### src/rtl/cell_protect_engine.sv
// Round-robin cell-voltage scanner with per-scan max/min, OV/UV alert/trip FSMs,
// latched-OV occurrence counter and CHG/DSG FET enable generation.
module cell_protect_engine #(
    parameter int unsigned N_CELLS = 16,
    parameter int unsigned VW      = 16,
    parameter int unsigned DLY_W   = 8,
    parameter int unsigned LATCH_W = 4
) (
    input  logic                        clk,
    input  logic                        rst,
    input  logic [N_CELLS*VW-1:0]       i_cell_v,
    input  logic [N_CELLS-1:0]          i_cell_en,
    input  logic [VW-1:0]               i_ov_th,
    input  logic [VW-1:0]               i_ov_rec,
    input  logic [VW-1:0]               i_uv_th,
    input  logic [VW-1:0]               i_uv_rec,
    input  logic [DLY_W-1:0]            i_ov_dly,
    input  logic [DLY_W-1:0]            i_uv_dly,
    input  logic [LATCH_W-1:0]          i_covl_limit,
    input  logic                        i_covl_clear,
    output logic [VW-1:0]               o_max_v,
    output logic [VW-1:0]               o_min_v,
    output logic [$clog2(N_CELLS)-1:0]  o_max_idx,
    output logic [$clog2(N_CELLS)-1:0]  o_min_idx,
    output logic                        o_scan_done,
    output logic                        o_ov_alert,
    output logic                        o_uv_alert,
    output logic                        o_ov_fault,
    output logic                        o_uv_fault,
    output logic                        o_covl_latched,
    output logic                        o_chg_en,
    output logic                        o_dsg_en,
    output logic                        o_alert
);

    localparam int unsigned IW = $clog2(N_CELLS);

    typedef enum logic [1:0] {
        ST_NORMAL = 2'd0,
        ST_ALERT  = 2'd1,
        ST_TRIP   = 2'd2
    } state_t;

    // One commit step of an alert/trip FSM: returns {next_state, next_count}.
    function automatic logic [DLY_W+1:0] f_step(
        input state_t           st,
        input logic [DLY_W-1:0] cnt,
        input logic             hit,
        input logic             rec,
        input logic [DLY_W-1:0] dly
    );
        logic [DLY_W-1:0] eff;
        logic [DLY_W:0]   inc;
        eff    = (dly == '0) ? DLY_W'(1) : dly;
        inc    = {1'b0, cnt} + (DLY_W+1)'(1);
        f_step = {ST_NORMAL, DLY_W'(0)};
        case (st)
            ST_NORMAL: if (hit) f_step = (eff == DLY_W'(1)) ? {ST_TRIP, DLY_W'(0)}
                                                            : {ST_ALERT, DLY_W'(1)};
            ST_ALERT:  if (hit) f_step = (inc >= {1'b0, eff}) ? {ST_TRIP, DLY_W'(0)}
                                                              : {ST_ALERT, inc[DLY_W-1:0]};
            ST_TRIP:   if (!rec) f_step = {ST_TRIP, DLY_W'(0)};
            default:   f_step = {ST_NORMAL, DLY_W'(0)};
        endcase
    endfunction

    logic [IW-1:0]      r_idx;
    logic [VW-1:0]      r_run_max, r_run_min;
    logic [IW-1:0]      r_run_max_idx, r_run_min_idx;
    logic               r_run_any;
    logic [VW-1:0]      r_max_v, r_min_v;
    logic [IW-1:0]      r_max_idx, r_min_idx;
    logic               r_scan_done, r_valid;
    state_t             r_ov_state, r_uv_state;
    logic [DLY_W-1:0]   r_ov_cnt, r_uv_cnt;
    logic [LATCH_W-1:0] r_occ;
    logic               r_covl;
    logic               r_ov_alert, r_uv_alert, r_ov_fault, r_uv_fault;
    logic               r_chg_en, r_dsg_en, r_alert;

    logic [VW-1:0]      w_cur_v;
    logic               w_cur_en, w_last;
    logic               w_take_max, w_take_min;
    logic [VW-1:0]      w_new_max, w_new_min;
    logic [IW-1:0]      w_new_max_idx, w_new_min_idx;
    logic               w_new_any, w_step;
    logic [DLY_W+1:0]   w_ov_nx, w_uv_nx;
    state_t             w_ov_state_nx, w_uv_state_nx;
    logic               w_ov_enter;
    logic [LATCH_W-1:0] w_occ_inc;
    logic               w_latch_nx, w_valid_nx;
    logic               w_ov_fault_nx, w_uv_fault_nx, w_ov_alert_nx, w_uv_alert_nx;

    // Current cell and running max/min including it; first enabled cell seeds both.
    always_comb begin
        w_cur_v       = VW'(i_cell_v >> (r_idx * VW));
        w_cur_en      = i_cell_en[r_idx];
        w_last        = (r_idx == IW'(N_CELLS - 1));
        w_take_max    = w_cur_en & (~r_run_any | (w_cur_v > r_run_max));
        w_take_min    = w_cur_en & (~r_run_any | (w_cur_v < r_run_min));
        w_new_max     = w_take_max ? w_cur_v : r_run_max;
        w_new_min     = w_take_min ? w_cur_v : r_run_min;
        w_new_max_idx = w_take_max ? r_idx : r_run_max_idx;
        w_new_min_idx = w_take_min ? r_idx : r_run_min_idx;
        w_new_any     = r_run_any | w_cur_en;
        w_step        = w_last & w_new_any;
    end

    // FSM next state is only evaluated at a commit with at least one enabled cell.
    always_comb begin
        w_ov_nx = {r_ov_state, r_ov_cnt};
        w_uv_nx = {r_uv_state, r_uv_cnt};
        if (w_step) begin
            w_ov_nx = f_step(r_ov_state, r_ov_cnt, w_new_max >= i_ov_th,
                             w_new_max <= i_ov_rec, i_ov_dly);
            w_uv_nx = f_step(r_uv_state, r_uv_cnt, w_new_min <= i_uv_th,
                             w_new_min >= i_uv_rec, i_uv_dly);
        end
        w_ov_state_nx = state_t'(w_ov_nx[DLY_W +: 2]);
        w_uv_state_nx = state_t'(w_uv_nx[DLY_W +: 2]);
        w_ov_enter    = (r_ov_state != ST_TRIP) && (w_ov_state_nx == ST_TRIP);
        w_occ_inc     = (r_occ == '1) ? r_occ : r_occ + LATCH_W'(1);
        w_latch_nx    = ~i_covl_clear & (r_covl | (w_ov_enter & (i_covl_limit != '0) &
                                                  (w_occ_inc >= i_covl_limit)));
        w_valid_nx    = r_valid | w_last;
        w_ov_fault_nx = (w_ov_state_nx == ST_TRIP);
        w_uv_fault_nx = (w_uv_state_nx == ST_TRIP);
        w_ov_alert_nx = (w_ov_state_nx == ST_ALERT);
        w_uv_alert_nx = (w_uv_state_nx == ST_ALERT);
    end

    always_ff @(posedge clk or posedge rst) begin
        if (rst) begin
            r_idx         <= '0;
            r_run_max     <= '0;
            r_run_min     <= '1;
            r_run_max_idx <= '0;
            r_run_min_idx <= '0;
            r_run_any     <= 1'b0;
            r_max_v       <= '0;
            r_min_v       <= '1;
            r_max_idx     <= '0;
            r_min_idx     <= '0;
            r_scan_done   <= 1'b0;
            r_valid       <= 1'b0;
            r_ov_state    <= ST_NORMAL;
            r_uv_state    <= ST_NORMAL;
            r_ov_cnt      <= '0;
            r_uv_cnt      <= '0;
            r_occ         <= '0;
            r_covl        <= 1'b0;
            r_ov_alert    <= 1'b0;
            r_uv_alert    <= 1'b0;
            r_ov_fault    <= 1'b0;
            r_uv_fault    <= 1'b0;
            r_chg_en      <= 1'b0;
            r_dsg_en      <= 1'b0;
            r_alert       <= 1'b0;
        end else begin
            r_idx       <= w_last ? '0 : r_idx + IW'(1);
            r_scan_done <= w_last;
            if (w_last) begin
                r_max_v       <= w_new_max;
                r_min_v       <= w_new_min;
                r_max_idx     <= w_new_max_idx;
                r_min_idx     <= w_new_min_idx;
                r_run_max     <= '0;
                r_run_min     <= '1;
                r_run_max_idx <= '0;
                r_run_min_idx <= '0;
                r_run_any     <= 1'b0;
            end else begin
                r_run_max     <= w_new_max;
                r_run_min     <= w_new_min;
                r_run_max_idx <= w_new_max_idx;
                r_run_min_idx <= w_new_min_idx;
                r_run_any     <= w_new_any;
            end
            r_ov_state <= w_ov_state_nx;
            r_uv_state <= w_uv_state_nx;
            r_ov_cnt   <= w_ov_nx[DLY_W-1:0];
            r_uv_cnt   <= w_uv_nx[DLY_W-1:0];
            // Clear wins over a same-cycle trip increment.
            if (i_covl_clear) begin
                r_occ <= '0;
            end else if (w_ov_enter) begin
                r_occ <= w_occ_inc;
            end
            r_covl     <= w_latch_nx;
            r_valid    <= w_valid_nx;
            r_ov_alert <= w_ov_alert_nx;
            r_uv_alert <= w_uv_alert_nx;
            r_ov_fault <= w_ov_fault_nx;
            r_uv_fault <= w_uv_fault_nx;
            r_chg_en   <= w_valid_nx & ~w_ov_fault_nx & ~w_latch_nx;
            r_dsg_en   <= w_valid_nx & ~w_uv_fault_nx;
            r_alert    <= w_ov_alert_nx | w_uv_alert_nx | w_ov_fault_nx |
                          w_uv_fault_nx | w_latch_nx;
        end
    end

    assign o_max_v        = r_max_v;
    assign o_min_v        = r_min_v;
    assign o_max_idx      = r_max_idx;
    assign o_min_idx      = r_min_idx;
    assign o_scan_done    = r_scan_done;
    assign o_ov_alert     = r_ov_alert;
    assign o_uv_alert     = r_uv_alert;
    assign o_ov_fault     = r_ov_fault;
    assign o_uv_fault     = r_uv_fault;
    assign o_covl_latched = r_covl;
    assign o_chg_en       = r_chg_en;
    assign o_dsg_en       = r_dsg_en;
    assign o_alert        = r_alert;

endmodule

### config.mk
export PLATFORM = sky130hd
export DESIGN_NAME = cell_protect_engine
export DESIGN_NICKNAME = d
export VERILOG_FILES = /design/src/rtl/cell_protect_engine.sv
export SDC_FILE = /design/constraint.sdc
export NUM_CORES = 1
export LEC_CHECK = 0
export CELL_PAD_IN_SITES_DETAIL_PLACEMENT = 1
export CELL_PAD_IN_SITES_GLOBAL_PLACEMENT = 2
export CORE_MARGIN = 3
export CORE_UTILIZATION = 28
export DETAILED_ROUTE_END_ITERATION = 7
export GPL_TIMING_DRIVEN = 0
export MAX_ROUTING_LAYER = met4
export PLACE_DENSITY = 0.83
export SLEW_MARGIN = 5
export SYNTH_ARGS = -nofsm -noshare
export SYNTH_HDL_FRONTEND = slang
export SYNTH_SLANG_ARGS = --single-unit
### constraint.sdc
create_clock -name clk -period 15 [get_ports clk]
set_clock_uncertainty 0.1 [all_clocks]
set_input_delay 3.75 -clock clk [delete_from_list [all_inputs] [get_ports clk]]
set_output_delay 3.75 -clock clk [all_outputs]
set_load 0.01 [all_outputs]
==> key figures, run 1 <==
Global routing
  • Initial antenna violation count: 2
  • GR Util met1: 0.299
  • Met2 usage: 0.363
  • Global-route wire length before repair: 63800 microns
  • Busiest layer in global routing: met2
  • Total gr overflow: 0
  • Vias in the first global route: approximately 10k
  • Global Route met3 Usage: 0.0456
  • Largest net degree at the start of global routing: 64
  • Gr usage total: 0.224

Placed design
  • RePlAce Congestion: 0.915
  • IO Port Bufs: between 400 and 500
  • DP Wirelength: 36200 microns

Floorplanning
  • Die area: 38600 sq um
  • Die Ht: 196 microns
  • Placement row count: 69
  • Die Wd: 196 microns
  • Initial Util: 0.285
  • Core ar.: between 30000 and 40000 sq um
  • Num ports: 408

Clock tree
  • Clk root buf: clkbuf_16
  • CTS Buf Count: 17
  • Clock transition at path regs: 70 ps
  • Post-CTS setup buffers: 0
  • H-Tree Depth: 4
  • CTS tree: built
  • CTS resizes: 0
  • CTS Buffer Depth: 2
  • Clock sink count: 119
  • Clk Latency, worst-skew pair: between 400 and 500 ps
  • Hold-fix buffers, CTS: 0

Timing
  • RSZ-0062 raised after global routing: no
  • Max Slew Vio Count: 0
  • Final period util: 0.667
  • Slew HR: 0.254
  • Fmax: roughly 0.1 GHz
  • Final hold violations: 0
  • Min Tclk post-route: 10010 ps
  • Worst-margin pin slew: 1120 ps
  • Endpoints failing setup: 0
  • Fin Setup TNS: 0 ps

Yosys
  • Mapped Cells: between 1k and 1.5k
  • Top FF cell, synth: dfrtp_1
  • Sequential share of the synthesized area: 0.297
  • Synth Register Bits: 119
  • Cell variety after synth: 60
  • Syn Area/Cell: ~10 sq um
  • Post-synth ARST share: 1.00
  • Synth warnings: 0
  • Synthesized Nets: ~1.5k
  • Number of synthesized flops with an enable pin: 0
  • Mapped Area: 10100 sq um

Layout
  • Most frequent cells in the layout: 407 x clkdlybuf4s50_1, 150 x inv_1, 119 x ha_1
  • Commonest non-fill, non-tap cell in the layout: clkdlybuf4s50_1
  • Fill cells: 4027
  • Share of cells above drive strength 1: 0.127
  • Utilization after layout: 0.431
  • Fin nets: 1924
  • Area grow syn2layout: 51.5%

Critical path
  • Crit Path Max Fanout: 10
  • CP endpoint kind: flip-flop
  • WS Path Type: input pin to flip-flop
  • Worst Path Arrival: approximately 10000 ps
  • Critical Path RT: 15190 ps
  • Startpoint types: input pin

Job
  • Max-cap violations: 0

Routing
  • DRC viols: 0
  • Vias/cell: 4.95
  • 1st-iter DRT viols: 394
  • Total Wirelength: 42200 microns
  • Routed Antenna Nets: 0
  • Wire per inst: 22.0 microns
  • Vias: 9511
  • Pre-antenna DRT Iters: 4

Pwr
  • Leakage: 6.95 nW
  • Worst IR drop on VDD: 69.9 uV
  • Power per standard cell area: ~89 nW/um^2

Worst hold path
  • HP Class: flip-flop to flip-flop

Outcome
  • Status: complete, no violations
[synthesized netlist by cell type, drive strengths merged (4+ instances only)]
master	instances	share of area
buf	24	0.012
o21a	4	0.0030
inv	151	0.056
mux2i	42	0.041
and2	7	0.0046
a22o	4	0.0035
dfstp	32	0.083
nand2b	21	0.013
xor2	6	0.0052
and3	4	0.0025
nor2	82	0.030
nand3	21	0.010
o21ai	59	0.030
o211ai	4	0.0030
ha	119	0.15
dfrtp	87	0.21
mux4	87	0.19
nand2	74	0.027
or2	5	0.0031
clkbuf	20	0.0074
a21oi	53	0.026
o31ai	4	0.0030
a21o	11	0.0081
xnor2	7	0.0060
nor2b	9	0.0055
mux2	5	0.0059
nand4	19	0.012
a211oi	10	0.0074
nor3	9	0.0044
[logic make-up (layout without fill, tap and decap cells)]
kind of cell | count (synthesis) | in the layout | share of synthesized area
compound gates | 177 | 177 | 0.108
xor+xnor | 13 | 13 | 0.0112
fa+ha+maj | 119 | 119 | 0.147
buf+inv | 195 | 635 | 0.0751
flops | 119 | 119 | 0.297
mux | 134 | 134 | 0.240
other cells | 0 | 2 | 0
simple gates | 262 | 262 | 0.121
[path summary, 6_finish.rpt]
check                                  startpoint  cells past startpoint  slack [ps]                       to
min                        o_max_v[8]$_DFFE_PP0P_                      2         380   o_max_v[8]$_DFFE_PP0P_
max in group asynchronous                     rst                      3       10400    o_scan_done$_DFF_PP0_
min in group asynchronous                     rst                      2        3690  r_uv_state[1]$_DFF_PP0_
max reg2reg                    r_idx[0]$_DFF_PP0_                     23        7030        o_alert$_DFF_PP0_
max                                 i_cell_v[185]                     22        4990        o_alert$_DFF_PP0_
min reg2reg                o_max_v[8]$_DFFE_PP0P_                      2         380   o_max_v[8]$_DFFE_PP0P_
[cell type report]
type,count,area (sq um),share of cell area
multi-input cells,705,6370,0.414
repair buffers,408,4100,0.267
clock buffers,18,439,0.0286
diodes,2,5.00,0.000325
inverters,151,572,0.0372
flip-flops and latches,119,3020,0.196
clock inverters,14,103,0.00667
plain buffers,44,195,0.0127
well taps,461,577,0.0375
[stage by stage]
| stage | power (mW) | worst slack [ps] | instance area [sq um] | hold WS [ps] | cells |
|---|---|---|---|---|---|
| after floorplan | 0.683 | 6210 | 10100 | 327 | 1019 |
| final | 1.36 | 4990 | 15400 | 379 | 1922 |
| after detailed placement | 0.998 | 4540 | 14800 | 361 | 1888 |
| after CTS | 1.38 | 4950 | 15400 | 378 | 1920 |
| after global placement | 0.981 | 4620 | 14800 | 365 | 1887 |
| after global routing | 1.46 | 4610 | 15400 | 394 | 1922 |
[critical path, cell delays in order]
cell and delay, ps:
clkdlybuf4s50_1 440, mux4_2 480, mux4_2 600, ha_1 340
a21o_1 170, a21o_1 170, a211o_1 290, o211ai_1 110
a32o_1 280, nand2b_1 180, buf_2 350, mux2i_1 360
inv_1 120, ha_1 310, nand2_1 50, o21ai_0 220
a21oi_1 190, o41ai_1 610, nand2b_1 300, o211a_2 280
and2_4 180, a2111o_1 410
[where the power goes]
| part | internal (mW) | leakage [nW] | switching [mW] |
|---|---|---|---|
| combinational | 0.294 | 5.26 | 0.228 |
| sequential | 0.413 | 1.44 | 0.0559 |
| clock | 0.216 | 0.258 | 0.156 |
[registers in the layout, indices dropped and copies added (netlist names), 2 cells and up]
signal         cells
o_max_idx          4
o_max_v           16
o_min_idx          4
o_min_v           16
r_idx              4
r_occ              4
r_ov_cnt           8
r_ov_state         2
r_run_max         16
r_run_max_idx      4
r_run_min         16
r_run_min_idx      4
r_uv_cnt           8
r_uv_state         2
[metal layers]
layer / part of all wire / vias to the layer above
met5: 0 / -
met4: 0.0081 / 0
met3: 0.049 / 25
met2: 0.48 / 238
met1: 0.47 / 4716
li1: - / 4532
Power figures use the tool's default switching activity.
==> inputs of run 2 (changes only) <==
--- a/config.mk
+++ b/config.mk
@@ -8,11 +8,11 @@
 export CELL_PAD_IN_SITES_DETAIL_PLACEMENT = 1
 export CELL_PAD_IN_SITES_GLOBAL_PLACEMENT = 2
 export CORE_MARGIN = 3
-export CORE_UTILIZATION = 28
+export CORE_UTILIZATION = 26
 export DETAILED_ROUTE_END_ITERATION = 7
 export GPL_TIMING_DRIVEN = 0
 export MAX_ROUTING_LAYER = met4
-export PLACE_DENSITY = 0.83
+export PLACE_DENSITY = 0.78
 export SLEW_MARGIN = 5
 export SYNTH_ARGS = -nofsm -noshare
 export SYNTH_HDL_FRONTEND = slang
==> constraint.sdc (replaced) <==
create_clock -name clk -period 9.7 [get_ports clk]
set_clock_uncertainty 0.1 [all_clocks]
set_input_delay 2.425 -clock clk [delete_from_list [all_inputs] [get_ports clk]]
set_output_delay 2.425 -clock clk [all_outputs]
set_load 0.01 [all_outputs]
==> key figures, run 2 (synthesis gave the netlist of run 1 again) <==
Outcome
  • Status: complete, no violations

Clock tree
  • Clk Latency, worst-skew pair: 430 ps (+20 ps)
  • Clock sink count: 119 (unchanged)
  • CTS Buf Count: 17 (unchanged)
  • CTS resizes: 0 (unchanged)
  • H-Tree Depth: 4 (unchanged)
  • Post-CTS setup buffers: 0 (unchanged)
  • CTS tree: built
  • Hold-fix buffers, CTS: 0 (unchanged)
  • Clk root buf: clkbuf_16
  • CTS Buffer Depth: 2 (unchanged)
  • Clock transition at path regs: 60 ps (about the same)

Floorplanning
  • Die Ht: 204 microns (+3.7%)
  • Die area: 41400 sq um (+7.5%)
  • Core ar.: 38100 sq um (+6.9%)
  • Die Wd: 204 microns (+3.7%)
  • Placement row count: 71 (+2.9%)
  • Num ports: 408 (unchanged)
  • Initial Util: 0.266 (-0.0183)

Timing
  • RSZ-0062 raised after global routing: no
  • Min Tclk post-route: about 8800 ps
  • Slew HR: 0.307 (+0.0527)
  • Worst-margin pin slew: 1040 ps (-79.0 ps)
  • Final hold violations: 0 (unchanged)
  • Fin Setup TNS: 0 ps (unchanged)
  • Endpoints failing setup: 0 (unchanged)
  • Final period util: 0.905
  • Max Slew Vio Count: 0 (unchanged)
  • Fmax: 0.114 GHz

Placed design
  • RePlAce Congestion: 0.882 (-3.6%)
  • DP Wirelength: 37300 microns (+3.0%)
  • Placed Area: 14900 sq um (+0.42%)
  • IO Port Bufs: 407 (unchanged)

Layout
  • Fill cells: 4257 (+5.7%)
  • Utilization after layout: 0.406 (-0.0255)
  • Share of cells above drive strength 1: 0.124 (-0.00274)
  • Commonest non-fill, non-tap cell in the layout: clkdlybuf4s50_1
  • Reg area: 3020 sq um (unchanged)
  • Fin area: 15500 sq um (+0.58%)
  • Most frequent cells in the layout: 407 x clkdlybuf4s50_1, 150 x inv_1, 119 x ha_1
  • Fin nets: 1924 (unchanged)
  • Area grow syn2layout: 52.4%
  • Multi-input gate area: 6370 sq um (unchanged)

Routing
  • Total Wirelength: 43500 microns (+3.1%)
  • Vias: 9573 (+0.65%)
  • Wire per inst: 22.0 microns (+0.39%)
  • 1st-iter DRT viols: 315 (-20%)
  • Vias/cell: 4.85 (-2.0%)
  • DRC viols: 0 (unchanged)
  • Pre-antenna DRT Iters: 4 (unchanged)
  • Routed Antenna Nets: 0 (unchanged)

Critical path
  • CP endpoint: r_occ[3]$_DFFE_PP0P_
  • R2R depth: 24 (+4.3%)
  • FF-to-FF setup slack: 1750 ps (-5280 ps)
  • FF-to-FF Start: r_idx[1]$_DFF_PP0_
  • Startpoint types: input pin
  • Crit Path Max Fanout: 10 (unchanged)
  • Reg-to-reg endpoint: r_occ[3]$_DFFE_PP0P_
  • WS Path Type: input pin to flip-flop
  • Critical Path RT: 9910 ps (-5280 ps)
  • Worst Path Arrival: 8990 ps (-1200 ps)
  • CP Launch Point: i_cell_v[105]
  • CP endpoint kind: flip-flop

Pwr
  • Cell Int Power: 1.47 mW (+59%)
  • Worst IR drop on VDD: 99.4 uV (+42%)
  • Switching power: 0.677 mW (+54%)
  • Sw Ratio: 0.316 (-0.00753)
  • Comb pwr share: 0.375 (-0.008)
  • Power per standard cell area: 139 nW/um^2 (+57%)
  • Clock share of power: 0.285 (+0.012)
  • Flop pwr share: 0.340 (-0.004)
  • Leakage: 6.96 nW (+0.16%)
  • PnR Total Power: 2.15 mW (+58%)

Global routing
  • Global-route wire length before repair: 65200 microns (+2.3%)
  • Total gr overflow: 0 (unchanged)
  • Largest net degree at the start of global routing: 67 (+4.7%)
  • Vias in the first global route: 10.5k (+0.21%)
  • Gr usage total: 0.216 (-0.00800)
  • Initial antenna violation count: 4 (+2)

Job
  • Max-cap violations: 0 (unchanged)

Worst hold path
  • HP Class: flip-flop to flip-flop
## run 2: cell count changes in the layout (fill, tap and decap cells not counted), moves of 2 or more
cell / change
inv_6: -2
clkinv_4: -4
diode_2: +2
clkbuf_1: +3
clkbuf_8: +3
## run 2: per-stage QoR
stage	cells	hold slack [ps]	setup slack, ps
4_1_cts	1970	400	878
2_1_floorplan	1019	327	2230
6_report	1974	390	921
3_3_place_gp	1937	365	588
3_5_place_dp	1938	381	438
5_1_grt	1974	423	502
## run 2: how the worst min path moves through the flow
stage,from,endpoint,slack (ps),depth (start not counted)
floorplan,r_valid$_DFF_PP0_,r_valid$_DFF_PP0_,330,2
global placement,o_max_v[9]$_DFFE_PP0P_,o_max_v[9]$_DFFE_PP0P_,360,2
detailed placement,o_max_v[3]$_DFFE_PP0P_,o_max_v[3]$_DFFE_PP0P_,380,2
CTS,o_max_v[4]$_DFFE_PP0P_,o_max_v[4]$_DFFE_PP0P_,400,2
global route,o_max_v[8]$_DFFE_PP0P_,o_max_v[8]$_DFFE_PP0P_,420,2
finish,o_max_v[4]$_DFFE_PP0P_,o_max_v[4]$_DFFE_PP0P_,390,2
## run 2: layout make-up
| cell class | instances | share of cell area |
|---|---|---|
| clock buffers | 24 | 0.0318 |
| diodes | 4 | 0.000647 |
| multi-input cells | 705 | 0.412 |
| flip-flops and latches | 119 | 0.195 |
| well taps | 511 | 0.0413 |
| repair buffers | 408 | 0.265 |
| inverters | 151 | 0.0370 |
| plain buffers | 44 | 0.0126 |
| clock inverters | 8 | 0.00461 |
## run 2: worst max-delay path: stages
cell and delay [ps]:
clkdlybuf4s50_1 450, mux4_2 540, mux4_2 570, ha_1 340, a21o_1 160, a21o_1 170
a211o_1 290, o211ai_1 120, a32o_1 270, nand2b_1 180, buf_2 350, mux2i_1 360
inv_1 130, ha_1 310, nand2_1 50, o21ai_0 220, a21oi_1 190, o41ai_1 640
a32oi_1 230, o21ai_2 320, and3_1 230, buf_6 130, mux2_4 290
## run 2: power groups by stage
stage | sequential, mW | clock, mW | combinational (mW)
floorplan | 0.751 | 0 | 0.306
global placement | 0.736 | 0 | 0.789
detailed placement | 0.738 | 0 | 0.811
CTS | 0.732 | 0.626 | 0.818
global route | 0.748 | 0.653 | 0.893
finish | 0.729 | 0.612 | 0.805
## run 2: metal layers
| layer | routed length [microns] | track usage | up-vias |
|---|---|---|---|
| met2 | 20400 | 0.342 | 212 |
| met1 | 20500 | 0.289 | 4812 |
| met4 | 312 | 0.0297 | 0 |
| li1 | - | - | 4522 |
| met3 | 2280 | 0.0525 | 27 |
| met5 | 0 | - | - |
